==> src/rtl/medidor_pkg.sv <==
// Shared definitions for the period meter and its helpers.
// Holds the FSM state encoding and the default sizing constants.
package medidor_pkg;

  typedef enum logic {
    ST_ARMED   = 1'b0,
    ST_MEASURE = 1'b1
  } medidor_state_t;

  localparam int CNT_W_DEF   = 24;
  localparam int TIMEOUT_DEF = 4_000_000;

endpackage

==> src/rtl/sincronizador_flanco.sv <==
// Brings an asynchronous input into the clk domain and flags rising edges.
// Ports: clk, reset (async, active-high), d (async in), q (synced), rise (1-cycle).
module sincronizador_flanco #(
  parameter int STAGES = 2
) (
  input  logic clk,
  input  logic reset,
  input  logic d,
  output logic q,
  output logic rise
);

  logic [STAGES-1:0] chain;
  logic              q_d;

  always_ff @(posedge clk or posedge reset) begin
    if (reset) begin
      chain <= '0;
      q_d   <= 1'b0;
    end else begin
      chain <= {chain[STAGES-2:0], d};
      q_d   <= chain[STAGES-1];
    end
  end

  assign q    = chain[STAGES-1];
  assign rise = q & ~q_d;

endmodule

==> src/rtl/medidor_de_periodo.sv <==
// Period meter: counts clk cycles between rising edges of sig_in.
// Ports: clk, reset, sig_in -> period, period_vld, timeout, busy.
// MEDIDOR_ALTO_EN adds high_time (cycles high per period) for duty cycle.
module medidor_de_periodo
  import medidor_pkg::*;
#(
  parameter int CNT_W       = CNT_W_DEF,
  parameter int TIMEOUT_CYC = TIMEOUT_DEF,
  parameter int SYNC_STAGES = 2
) (
  input  logic             clk,
  input  logic             reset,
  input  logic             sig_in,
  output logic [CNT_W-1:0] period,
  output logic             period_vld,
  output logic             timeout,
  output logic             busy
`ifdef MEDIDOR_ALTO_EN
  ,
  output logic [CNT_W-1:0] high_time
`endif
);

  localparam logic [CNT_W-1:0] TO_V = CNT_W'(TIMEOUT_CYC);
  localparam logic [CNT_W-1:0] ONE  = CNT_W'(1);

  logic s;
  logic rise;

  sincronizador_flanco #(
    .STAGES(SYNC_STAGES)
  ) u_sync (
    .clk  (clk),
    .reset(reset),
    .d    (sig_in),
    .q    (s),
    .rise (rise)
  );

  medidor_state_t   state, state_n;
  logic [CNT_W-1:0] cnt, cnt_n;
  logic [CNT_W-1:0] period_n;
  logic             vld_n;
  logic             timeout_n;

  always_ff @(posedge clk or posedge reset) begin
    if (reset) begin
      state      <= ST_ARMED;
      cnt        <= '0;
      period     <= '0;
      period_vld <= 1'b0;
      timeout    <= 1'b0;
    end else begin
      state      <= state_n;
      cnt        <= cnt_n;
      period     <= period_n;
      period_vld <= vld_n;
      timeout    <= timeout_n;
    end
  end

  // An edge in the timeout cycle takes priority: it is a
  // valid measurement of exactly TIMEOUT_CYC cycles.
  always_comb begin
    state_n   = state;
    cnt_n     = cnt;
    period_n  = period;
    vld_n     = 1'b0;
    timeout_n = timeout;
    unique case (state)
      ST_ARMED: begin
        if (rise) begin
          cnt_n     = ONE;
          timeout_n = 1'b0;
          state_n   = ST_MEASURE;
        end
      end
      ST_MEASURE: begin
        if (rise) begin
          period_n = cnt;
          vld_n    = 1'b1;
          cnt_n    = ONE;
        end else if (cnt == TO_V) begin
          timeout_n = 1'b1;
          cnt_n     = '0;
          state_n   = ST_ARMED;
        end else begin
          cnt_n = cnt + ONE;
        end
      end
      default: begin
        state_n = ST_ARMED;
        cnt_n   = '0;
      end
    endcase
  end

  assign busy = (state == ST_MEASURE);

`ifdef MEDIDOR_ALTO_EN
  logic [CNT_W-1:0] hcnt;

  // The edge cycle itself is the first high cycle, so
  // the counter restarts at 1 rather than 0.
  always_ff @(posedge clk or posedge reset) begin
    if (reset) begin
      hcnt      <= '0;
      high_time <= '0;
    end else begin
      if (rise) begin
        hcnt <= ONE;
      end else if (s && hcnt != TO_V) begin
        hcnt <= hcnt + ONE;
      end
      if (rise && state == ST_MEASURE) begin
        high_time <= hcnt;
      end
    end
  end
`endif

endmodule
==> config.mk <==
export PLATFORM = sky130hd
export DESIGN_NAME = medidor_de_periodo
export DESIGN_NICKNAME = d
export VERILOG_FILES = /design/src/rtl/medidor_pkg.sv /design/src/rtl/sincronizador_flanco.sv /design/src/rtl/medidor_de_periodo.sv
export SDC_FILE = /design/constraint.sdc
export NUM_CORES = 1
export LEC_CHECK = 0
export BUFFER_PORTS_ARGS = -buffer_cell sky130_fd_sc_hd__buf_2
export CORE_UTILIZATION = 58
export CTS_BUF_LIST = sky130_fd_sc_hd__clkbuf_2
export DETAILED_ROUTE_END_ITERATION = 12
export PLACE_DENSITY = 0.8
export SETUP_SLACK_MARGIN = 0.5
export SLEW_MARGIN = 30
export SYNTH_ARGS = -nofsm -noshare
export SYNTH_HDL_FRONTEND = slang
export SYNTH_SLANG_ARGS = --single-unit
==> constraint.sdc <==
create_clock -name clk -period 2.5 [get_ports clk]
set_input_delay 0.25 -clock clk [delete_from_list [all_inputs] [get_ports clk]]
set_output_delay 0.25 -clock clk [all_outputs]
set_load 0.005 [all_outputs]
## Word level (Yosys, flattened, before mapping)

Cells that the tools add are included.

| word-level totals | value |
|---|---|
| word-level logic and storage cells | 30 |
| register bits after elaboration | 54 |
| output and inout port bits | 27 |

| cells by class | value |
|---|---|
| add/subtract/negate cells | 1 |
| eq/ne operators | 4 |
| reduce and logical (&&, ||, !) cells | 2 |
| multiplexer cells | 13 |
| bitwise logic cells | 3 |

Operator list:

| operator | number |
|---|---|
| 2-to-1 mux 24 bit | 3 |
| case mux 24 bit (2 select lines) | 1 |
| adder 24 x 1 -> 24 bit, second input constant | 1 |
| == test 24 x 22 -> 1 bit, second input constant | 1 |
| 2-to-1 mux 1 bit | 7 |
| inequality test 2 bit, second input constant | 2 |
| case mux 1 bit (2 select lines) | 2 |
| AND reduction 3 bit | 1 |
| inequality test 2 x 1 -> 1 bit, second input constant | 1 |
| inverter 1 bit | 2 |
| AND reduction 2 bit | 1 |
| bitwise AND 1 bit | 1 |

## Logic depth before layout (Yosys ltp)

Gate-level depths: netlist (run 1).

| depth | value |
|---|---|
| depth after elaboration | 4 |
| gate-level depth with buffers | 7 |

## Modules after synthesis

From an unflattened synthesis (run 1), not the netlist that was laid out.

| unflattened totals | value |
|---|---|
| cells, all modules | 262 |
| area, all modules | 2661.3 um^2 |

By module, submodules not included:

| module | cells an instance | seq. area each (um^2) | times used | area an instance (um^2) |
|---|---|---|---|---|
| medidor_de_periodo | 257 | 1276.2 | 1 | 2568.7 |
| sincronizador_flanco | 5 | 75.1 | 1 | 92.6 |

## Least setup slack after synthesis (run 1)

OpenSTA, ideal clock, no wires.

| timing | value |
|---|---|
| path type | reg2reg |
| start point | reg cnt[0] |
| end point | reg cnt[14] |
| arrival | 1.810 ns |
| data required time | 2.379 ns |
| buffers on the path | 1 |
| path slack | 0.569 ns |
| stages on the path, launching flop included | 8 |
| clock period less this slack | 1.931 ns |
| library setup time | 0.121 ns |
| path through | dfrtp_1 inv_1 ha_1 nor4b_1 nand4_1 o31ai_1 buf_2 nor2_1 |

| on the way | value |
|---|---|
| word-level cells in the longest chain between the ends | 4 |

Ends and longest elaborated chain:

| element | RTL line | text |
|---|---|---|
| start: declaration | medidor_de_periodo.sv:41 | `logic [CNT_W-1:0] cnt, cnt_n;` |
| start signal: assignment | medidor_de_periodo.sv:55 | `cnt <= cnt_n;` |
| adder 24 x 1 -> 24 bit or == test 24 x 22 -> 1 bit (tied branches) | medidor_de_periodo.sv:88, medidor_de_periodo.sv:83 |  |
| 2-to-1 mux 24 bit * | medidor_de_periodo.sv:83 | `end else if (cnt == TO_V) begin` |
| 2-to-1 mux 24 bit * | medidor_de_periodo.sv:79 | `if (rise) begin` |
| case mux 24 bit (2 select lines) * | medidor_de_periodo.sv:70 | `unique case (state)` |

Every way passes the cells marked *; elsewhere a longest branch is shown, timed or not.
A chain may end at the register's enable or synchronous reset.

## Final worst setup path (run 1)

| timing | value |
|---|---|
| start point | reg cnt[0] |
| end point | reg cnt[9] |

Same word-level chain as after synthesis.

==> impl_results.md, run 1 <==
* P_sw at 0.453 mW
* Fin worst setup slack at 532 ps
* Final critical delay including setup and external delays at 1970 ps
* Result of the run: complete, no violations
* Crit path capture type: flop
* Summed negative setup slack over all endpoints at 0 ps
* RSZ-0062 raised after global routing: true
* Post-layout instance count excluding filler cells at 312
* Cell area after layout at 2810 um2
* Initial detailed-routing violation count at 153
* Max FO, Critical Path at 7
* Via-per-instance ratio at 5.99
* Antenna viol nets, final at 0
* # nets final at 266
* Total number of vias at 1,868
* Cells after synthesis at 222
* Detail-routed net length per standard cell at 15.9 um
* Count of inserted antenna diode cells at 0
* Internal power at 1.23 mW
* Net count of the mapped netlist at 227
* Cell type with the largest total area after synthesis: sky130_fd_sc_hd__dfrtp_1
* Cell with the most instances after synthesis: sky130_fd_sc_hd__dfrtp_1
* Synthesis-to-layout area growth at 14.3%
* Placeable Area at 4030 um2
* CTS root buf: sky130_fd_sc_hd__clkbuf_2
* Post-layout util at 69.8%
* Worst-case hold slack at 349 ps
* Sequential fraction of design power at 59.7%
* TritonCTS sink count at 54
* Effective utilization at floorplan at 61.1%
* Die area at 4510 um2
* RD Place Congestion at 0.870
* First-pass GRT wire length at 7890 um
* Count of distinct cell types in the synthesized netlist at 42
* Final clock skew at 17.5 ps
* Die boundary width at 67.1 um
* Transition time of the tightest slew-check pin at 560 ps
* PortBufs at 29
* Number of max-capacitance violations reported at 0
* Normalized max-slew margin at 62.6%
* P_leak at 1.33 nW
* Mapped Area at 2460 um2
* Cell Pwr Density at 597 nW/um2
* Share of flip-flops with an asynchronous set or reset at 100%
* Clock edge transition at the registers on the reported setup and hold paths at 250 ps
* Aggregate global-route resource usage at 24.5%
* Critical path type: reg -> reg
* Average cell area after synthesis at 11.1 um2
* Layout cells sized above 1 at 34.4%
* Number of antenna violations at the first check in global routing at 0
* Number of buffers created by CTS at 5
* Longest individual stage delay on the worst path at 500 ps
* Buffer and inverter count on the worst path at 2
* Total power at 1.68 mW
* Global route total overflow at 0
* Top cell type's share of synthesized area at 54.9%
* Sw Ratio at 27.0%
* Ports at 30
* Syn. warnings at 0
* Maximum count of clock buffers along a single path at 2
* Number of cell rows at 23
* Total cell area at the placement stage at 2630 um2
* Leading cell types by count after synthesis: sky130_fd_sc_hd__dfrtp_1 (54), sky130_fd_sc_hd__mux2_2 (18), sky130_fd_sc_hd__nand2_1 (17)
* Final number of max-transition violations at 0
* Number of hold violations in the final report at 0
* Cell with the biggest individual delay on the critical path: sky130_fd_sc_hd__dfrtp_2
* Launching instance or port of the critical path: cnt[0]
* TritonCTS clock tree: built
* Series of cell instances along the critical path: inv_1 -> ha_1 -> nor4b_1 -> nand4_1 -> buf_4 -> o21ai_1 -> o31ai_1
* Total Routed Length at 4980 um
* Pre-CTS setup slack at 450 ps
* Worst Setup Start Kind: flop
* Worst endpoint data arrival time at 2310 ps
* Ys flop type: sky130_fd_sc_hd__dfrtp_1
* Number of instances in the placed design at 292
* Die height at 67.1 um
* Dominant cells by area after synthesis: sky130_fd_sc_hd__dfrtp_1 (55%), sky130_fd_sc_hd__mux2_2 (8.2%), sky130_fd_sc_hd__xnor2_1 (2.8%)
* Max Clock Freq at 508 MHz
* Vias in the first global route at 1,614
* Half-perimeter wire length of the detailed placement result at 3340 um
* Part of the power in combinational logic at 14.3%
* DRC at 0
* Category of cells accounting for the largest share of critical-path delay: simple AND/OR/NAND/NOR gates
* Fraction of the yosys area taken by sequential cells at 54.9%
* Maximum vdd ir drop at 0.000400 V
* Number of enable-type register cells in the synthesized netlist at 0
* Flip-flop and latch count after synthesis at 54
* R2r startpoint: cnt[0]
* Clock latency on the worst-skew pair at 430 ps
* Worst hold path type: in -> async
* Worst endpoint required time at 2840 ps
* Detailed Routing Iterations Pass 1 at 4
* Number of failing setup endpoints in the final timing report at 0
* Clock network fraction of design power at 26.0%
* Htree depth at 2
* Period utilisation layout at 78.7%
* Pin count of the biggest net entering global routing at 55
[state kept, by name (all words and copies together), names as in the netlist]
signal	flops
timeout	1
u_sync.q_d	1
period_vld	1
busy	1
u_sync.chain	2
cnt	24
period	24
[worst paths after layout]
kind | to | slack (ps) | cells past startpoint
max reg2reg | cnt[9] | 530 | 7
min | period[2] | 350 | 4
min in group clk | u_sync.chain[1] | 390 | 0
min reg2reg | u_sync.chain[1] | 390 | 0
max | cnt[9] | 530 | 7
max in group asynchronous | cnt[12] | 1890 | 4
[what timing repair did]
item                                   in CTS  in global routing
setup endpoints to repair                   3                 18
gates cloned                                0                  0
hold buffers                                2                  0
resized for setup                           4                 12
pin swaps                                   0                  1
buffers inserted                            0                 10
endpoints found under the hold margin      55                  0
[layout make-up]
type | count | area (um2)
fill | 315 | 1220
timing repair buffer | 45 | 283
inverter | 9 | 33.8
clock buffer | 7 | 35.0
clock inverter | 1 | 30.0
multi-input combinational | 146 | 1000
tap | 50 | 62.6
sequential | 54 | 1370
[power groups by stage]
| stage | sequential (mW) | clock (mW) | combinational, mW |
|---|---|---|---|
| 2_1_floorplan | 0.987 | 0 | 0.158 |
| 3_3_place_gp | 1.01 | 0 | 0.199 |
| 3_5_place_dp | 1.02 | 0 | 0.203 |
| 4_1_cts | 1.00 | 0.442 | 0.206 |
| 5_1_grt | 1.01 | 0.485 | 0.270 |
| 6_report | 1.00 | 0.436 | 0.240 |
[logic make-up after synthesis]
logic type	after synthesis	share of synthesized area [%]
DFF	54	54.9
muxes	18	8.24
buffers and inverters	22	4.73
adders and majority gates	2	1.02
xor gates and xnor gates	12	4.27
and+or+nand+nor	77	17.6
AOI/OAI and AO/OA	37	9.21
[tightest hold or removal path, cell delays in order]
cell and delay [ps]:
sky130_fd_sc_hd__dlygate4sd3_1 530, sky130_fd_sc_hd__buf_2 120, sky130_fd_sc_hd__inv_2 60, sky130_fd_sc_hd__buf_12 260
[routing by layer]
| layer | vias to the layer above | part of all wire (%) | global-route usage, % |
|---|---|---|---|
| met1 | 903 | 47 | 34.3 |
| li1 | 872 | - | - |
| met5 | - | 0 | 0 |
| met4 | 0 | 2.4 | 8.78 |
| met2 | 80 | 45 | 36.8 |
| met3 | 13 | 5.3 | 6.16 |
[placed cells by master (no fill, tap or decap), types with 8 or more instances in the layout]
master	n
sky130_fd_sc_hd__o21ai_0	12
sky130_fd_sc_hd__inv_1	8
sky130_fd_sc_hd__nand3_1	8
sky130_fd_sc_hd__nand2_1	17
sky130_fd_sc_hd__xnor2_1	8
sky130_fd_sc_hd__o31ai_1	9
sky130_fd_sc_hd__dfrtp_1	41
sky130_fd_sc_hd__nor2_1	14
sky130_fd_sc_hd__buf_4	13
sky130_fd_sc_hd__mux2_2	18
sky130_fd_sc_hd__buf_2	29
sky130_fd_sc_hd__dfrtp_2	13
No activity file was read; power rests on OpenSTA's default activity.
==> run 2: changes to the inputs <==
--- a/config.mk
+++ b/config.mk
@@ -5,11 +5,12 @@
 export SDC_FILE = /design/constraint.sdc
 export NUM_CORES = 1
 export LEC_CHECK = 0
+export ABC_AREA = 1
 export BUFFER_PORTS_ARGS = -buffer_cell sky130_fd_sc_hd__buf_2
 export CORE_UTILIZATION = 58
 export CTS_BUF_LIST = sky130_fd_sc_hd__clkbuf_2
 export DETAILED_ROUTE_END_ITERATION = 12
-export PLACE_DENSITY = 0.8
+export PLACE_DENSITY = 0.79
 export SETUP_SLACK_MARGIN = 0.5
 export SLEW_MARGIN = 30
 export SYNTH_ARGS = -nofsm -noshare
==> constraint.sdc (replaced) <==
create_clock -name clk -period 1.9 [get_ports clk]
set_input_delay 0.19 -clock clk [delete_from_list [all_inputs] [get_ports clk]]
set_output_delay 0.19 -clock clk [all_outputs]
set_load 0.005 [all_outputs]
==> run 2 against run 1 <==
Via count grew 35%. Register-to-register slack lost 230 ps. Critical endpoint is now cnt[13]. Highest routed layer unchanged. Global-route usage grew 5.2 points. Core utilization grew 9.8 points. Flip-flop and latch count is the same. Hold slack lost 97 ps. Clock skew shrank 1.4 ps. Die area grew 5.4%.
==> impl_results.md, run 2 <==
* Synth Area in Adders at 0.964%
* Share of cell area taken by muxes after synthesis at 0%
* Leading cell types by count after synthesis: sky130_fd_sc_hd__nand2_1 (94), sky130_fd_sc_hd__dfrtp_1 (54), sky130_fd_sc_hd__nor2_1 (34)
* Flip-flop and latch count after synthesis at 54
* Detail-routed net length per standard cell at 16.0 um
* Top cell type's share of synthesized area at 52.0%
* Aggregate global-route resource usage at 29.7%
* Cell Pwr Density at 693 nW/um2
* Layout cells sized above 1 at 32.6%
* CTS root buf: sky130_fd_sc_hd__clkbuf_2
* Die height at 68.9 um
* Share of flip-flops with an asynchronous set or reset at 100%
* Number of antenna violations at the first check in global routing at 0
* Largest registers: cnt (24), period (24), u_sync.chain (2)
* Max Clock Freq at 624 MHz
* Cell area after layout at 3300 um2
* Final number of max-transition violations at 0
* Main combinational cell family by area after synthesis: simple AND/OR/NAND/NOR gates
* Syn. warnings at 0
* Count of inserted antenna diode cells at 0
* Average cell area after synthesis at 8.09 um2
* Reg-to-Reg End: cnt[13]
* Htree depth at 2
* RSZ-0062 raised after global routing: true
* TritonCTS clock tree: built
* Detailed Routing Iterations Pass 1 at 6
* Clock latency on the worst-skew pair at 470 ps
* Initial detailed-routing violation count at 372
* Die area at 4750 um2
* R2r startpoint: cnt[1]
* Pin count of the biggest net entering global routing at 49
* Number of enable-type register cells in the synthesized netlist at 0
* Transition time of the tightest slew-check pin at 539 ps
* Max FO, Critical Path at 6
* Fraction of the yosys area taken by sequential cells at 52.0%
* Sw Ratio at 31.6%
* Maximum vdd ir drop at 0.000591 V
* Maximum count of clock buffers along a single path at 2
* Worst endpoint data arrival time at 2000 ps
* First-pass GRT wire length at 10,200 um
* Normalized max-slew margin at 64.0%
* P_sw at 0.722 mW
* Multi-input gate area at 1230 um2
* Sequential cell area at 1360 um2
* Synthesized-area fraction occupied by ao, oa, aoi and oai cells at 9.01%
* Clock network fraction of design power at 19.7%
* Global route total overflow at 0
* Synthesis-to-layout area growth at 27.0%
* Net count of the mapped netlist at 326
* Total cell area at the placement stage at 2780 um2
* # nets final at 388
* Length in cells of the worst reg-to-reg path at 9
* Number of max-capacitance violations reported at 0
* PortBufs at 29
* Ys flop type: sky130_fd_sc_hd__dfrtp_1
* DRC at 0
* Count of distinct cell types in the synthesized netlist at 23
* Die boundary width at 68.9 um
* Vias in the first global route at 2,169
* Antenna viol nets, final at 0
* Simple-Gate Fraction of Synth Area at 27.7%
* Internal power at 1.56 mW
* Number of cell rows at 23
* Number of buffers created by CTS at 5
* P_leak at 1.52 nW
* Worst-case hold slack at 252 ps
* Most frequent standard cell in the layout excluding fill and tap cells: sky130_fd_sc_hd__nand2_1
* Final clock skew at 16.0 ps
* Sequential fraction of design power at 55.9%
* Critical path type: reg -> reg
* Total Routed Length at 6930 um
* FF-to-FF setup slack at 300 ps
* Placeable Area at 4140 um2
* Total power at 2.28 mW
* Cells after synthesis at 321
* RD Place Congestion at 0.894
* Effective utilization at floorplan at 62.7%
* Worst endpoint required time at 2290 ps
* Half-perimeter wire length of the detailed placement result at 3570 um
* Part of the power in combinational logic at 24.4%
* Ports at 30
* Result of the run: complete, no violations
* Clock edge transition at the registers on the reported setup and hold paths at 270 ps
* Mapped Area at 2600 um2
* Filler cell count in the final layout at 277
* Commonest cells after routing, fill and taps aside: sky130_fd_sc_hd__nand2_1 (89), sky130_fd_sc_hd__dfrtp_1 (47), sky130_fd_sc_hd__buf_2 (29)
* Cell with the most instances after synthesis: sky130_fd_sc_hd__nand2_1
* TritonCTS sink count at 54
* Via-per-instance ratio at 5.80
* Dominant cells by area after synthesis: sky130_fd_sc_hd__dfrtp_1 (52%), sky130_fd_sc_hd__nand2_1 (14%), sky130_fd_sc_hd__nor2_1 (4.9%)
* Worst hold path type: in -> async
* Post-synthesis share of cell area spent on xor and xnor gates at 3.37%
* Period utilisation layout at 84.3%
* Final critical delay including setup and external delays at 1600 ps
* Total number of vias at 2,518
* Crit path capture type: flop
* Number of hold violations in the final report at 0
* Cell type with the largest total area after synthesis: sky130_fd_sc_hd__dfrtp_1
* Worst Setup Start Kind: flop
* Number of failing setup endpoints in the final timing report at 0
run 2: worst max-delay path, cell delays in order (launching register included):
cell and delay (ps):
sky130_fd_sc_hd__dfrtp_1 460, sky130_fd_sc_hd__inv_2 90, sky130_fd_sc_hd__ha_4 140, sky130_fd_sc_hd__nand3_2 100, sky130_fd_sc_hd__nor2_2 120, sky130_fd_sc_hd__nand3_2 120
sky130_fd_sc_hd__nand2_4 130, sky130_fd_sc_hd__clkinvlp_4 190, sky130_fd_sc_hd__o21ai_1 120, sky130_fd_sc_hd__nand2_1 60
run 2: timing repair:
action                                 CTS  global route
setup buffers                           25             5
hold buffers                             2             0
setup endpoints to repair               49            48
pin swaps                               13            10
gates resized for setup                 40            21
gates cloned                             1             1
endpoints found under the hold margin   24             0
run 2: cells by family after synthesis:
family,after synthesis
and+or+nand+nor,167
DFF,54
AOI/OAI and AO/OA,44
buffers and inverters,44
xor gates and xnor gates,10
adders and majority gates,2
run 2: cell type report:
type | instances | area share [%]
sequential | 54 | 41.3
multi-input combinational | 223 | 37.2
timing repair buffer | 64 | 13.9
inverter | 34 | 4.44
tap | 50 | 1.90
clock buffer | 5 | 0.759
clock inverter | 3 | 0.342
timing repair inverter | 1 | 0.228
run 2: worst max path at each step:
stage          slack [ps]      end            start
2_1_floorplan         520  cnt[13]           cnt[0]
3_3_place_gp           90   cnt[5]  u_sync.chain[1]
3_5_place_dp          -30   cnt[4]  u_sync.chain[1]
4_1_cts               420   cnt[1]           cnt[1]
5_1_grt               230   cnt[1]           cnt[0]
6_report              300  cnt[13]           cnt[1]
run 2: metal layers:
metal	GRT usage, %	vias up	part of all wire (%)
li1	-	1146	-
met1	38.6	1154	40
met2	47.3	172	47
met3	4.61	46	8.0
met4	16.1	0	5.1
met5	0	-	0
run 2: metrics by stage:
step | util (%) | cells | setup TNS, ps | setup slack, ps
CTS | 76.7 | 428 | 0 | 418
finish | 79.6 | 434 | 0 | 297
detailed placement | 67.2 | 392 | -142 | -30.6
floorplan | - | 321 | 0 | 523
global route | 79.6 | 434 | 0 | 229
global placement | 67.2 | 392 | 0 | 92.4
run 2: power groups by stage:
stage	Combinational, mW	Clock (mW)	Sequential (mW)
detailed placement	0.262	0	1.30
global route	0.595	0.490	1.29
CTS	0.466	0.446	1.27
floorplan	0.181	0	1.30
finish	0.556	0.450	1.28
global placement	0.255	0	1.30
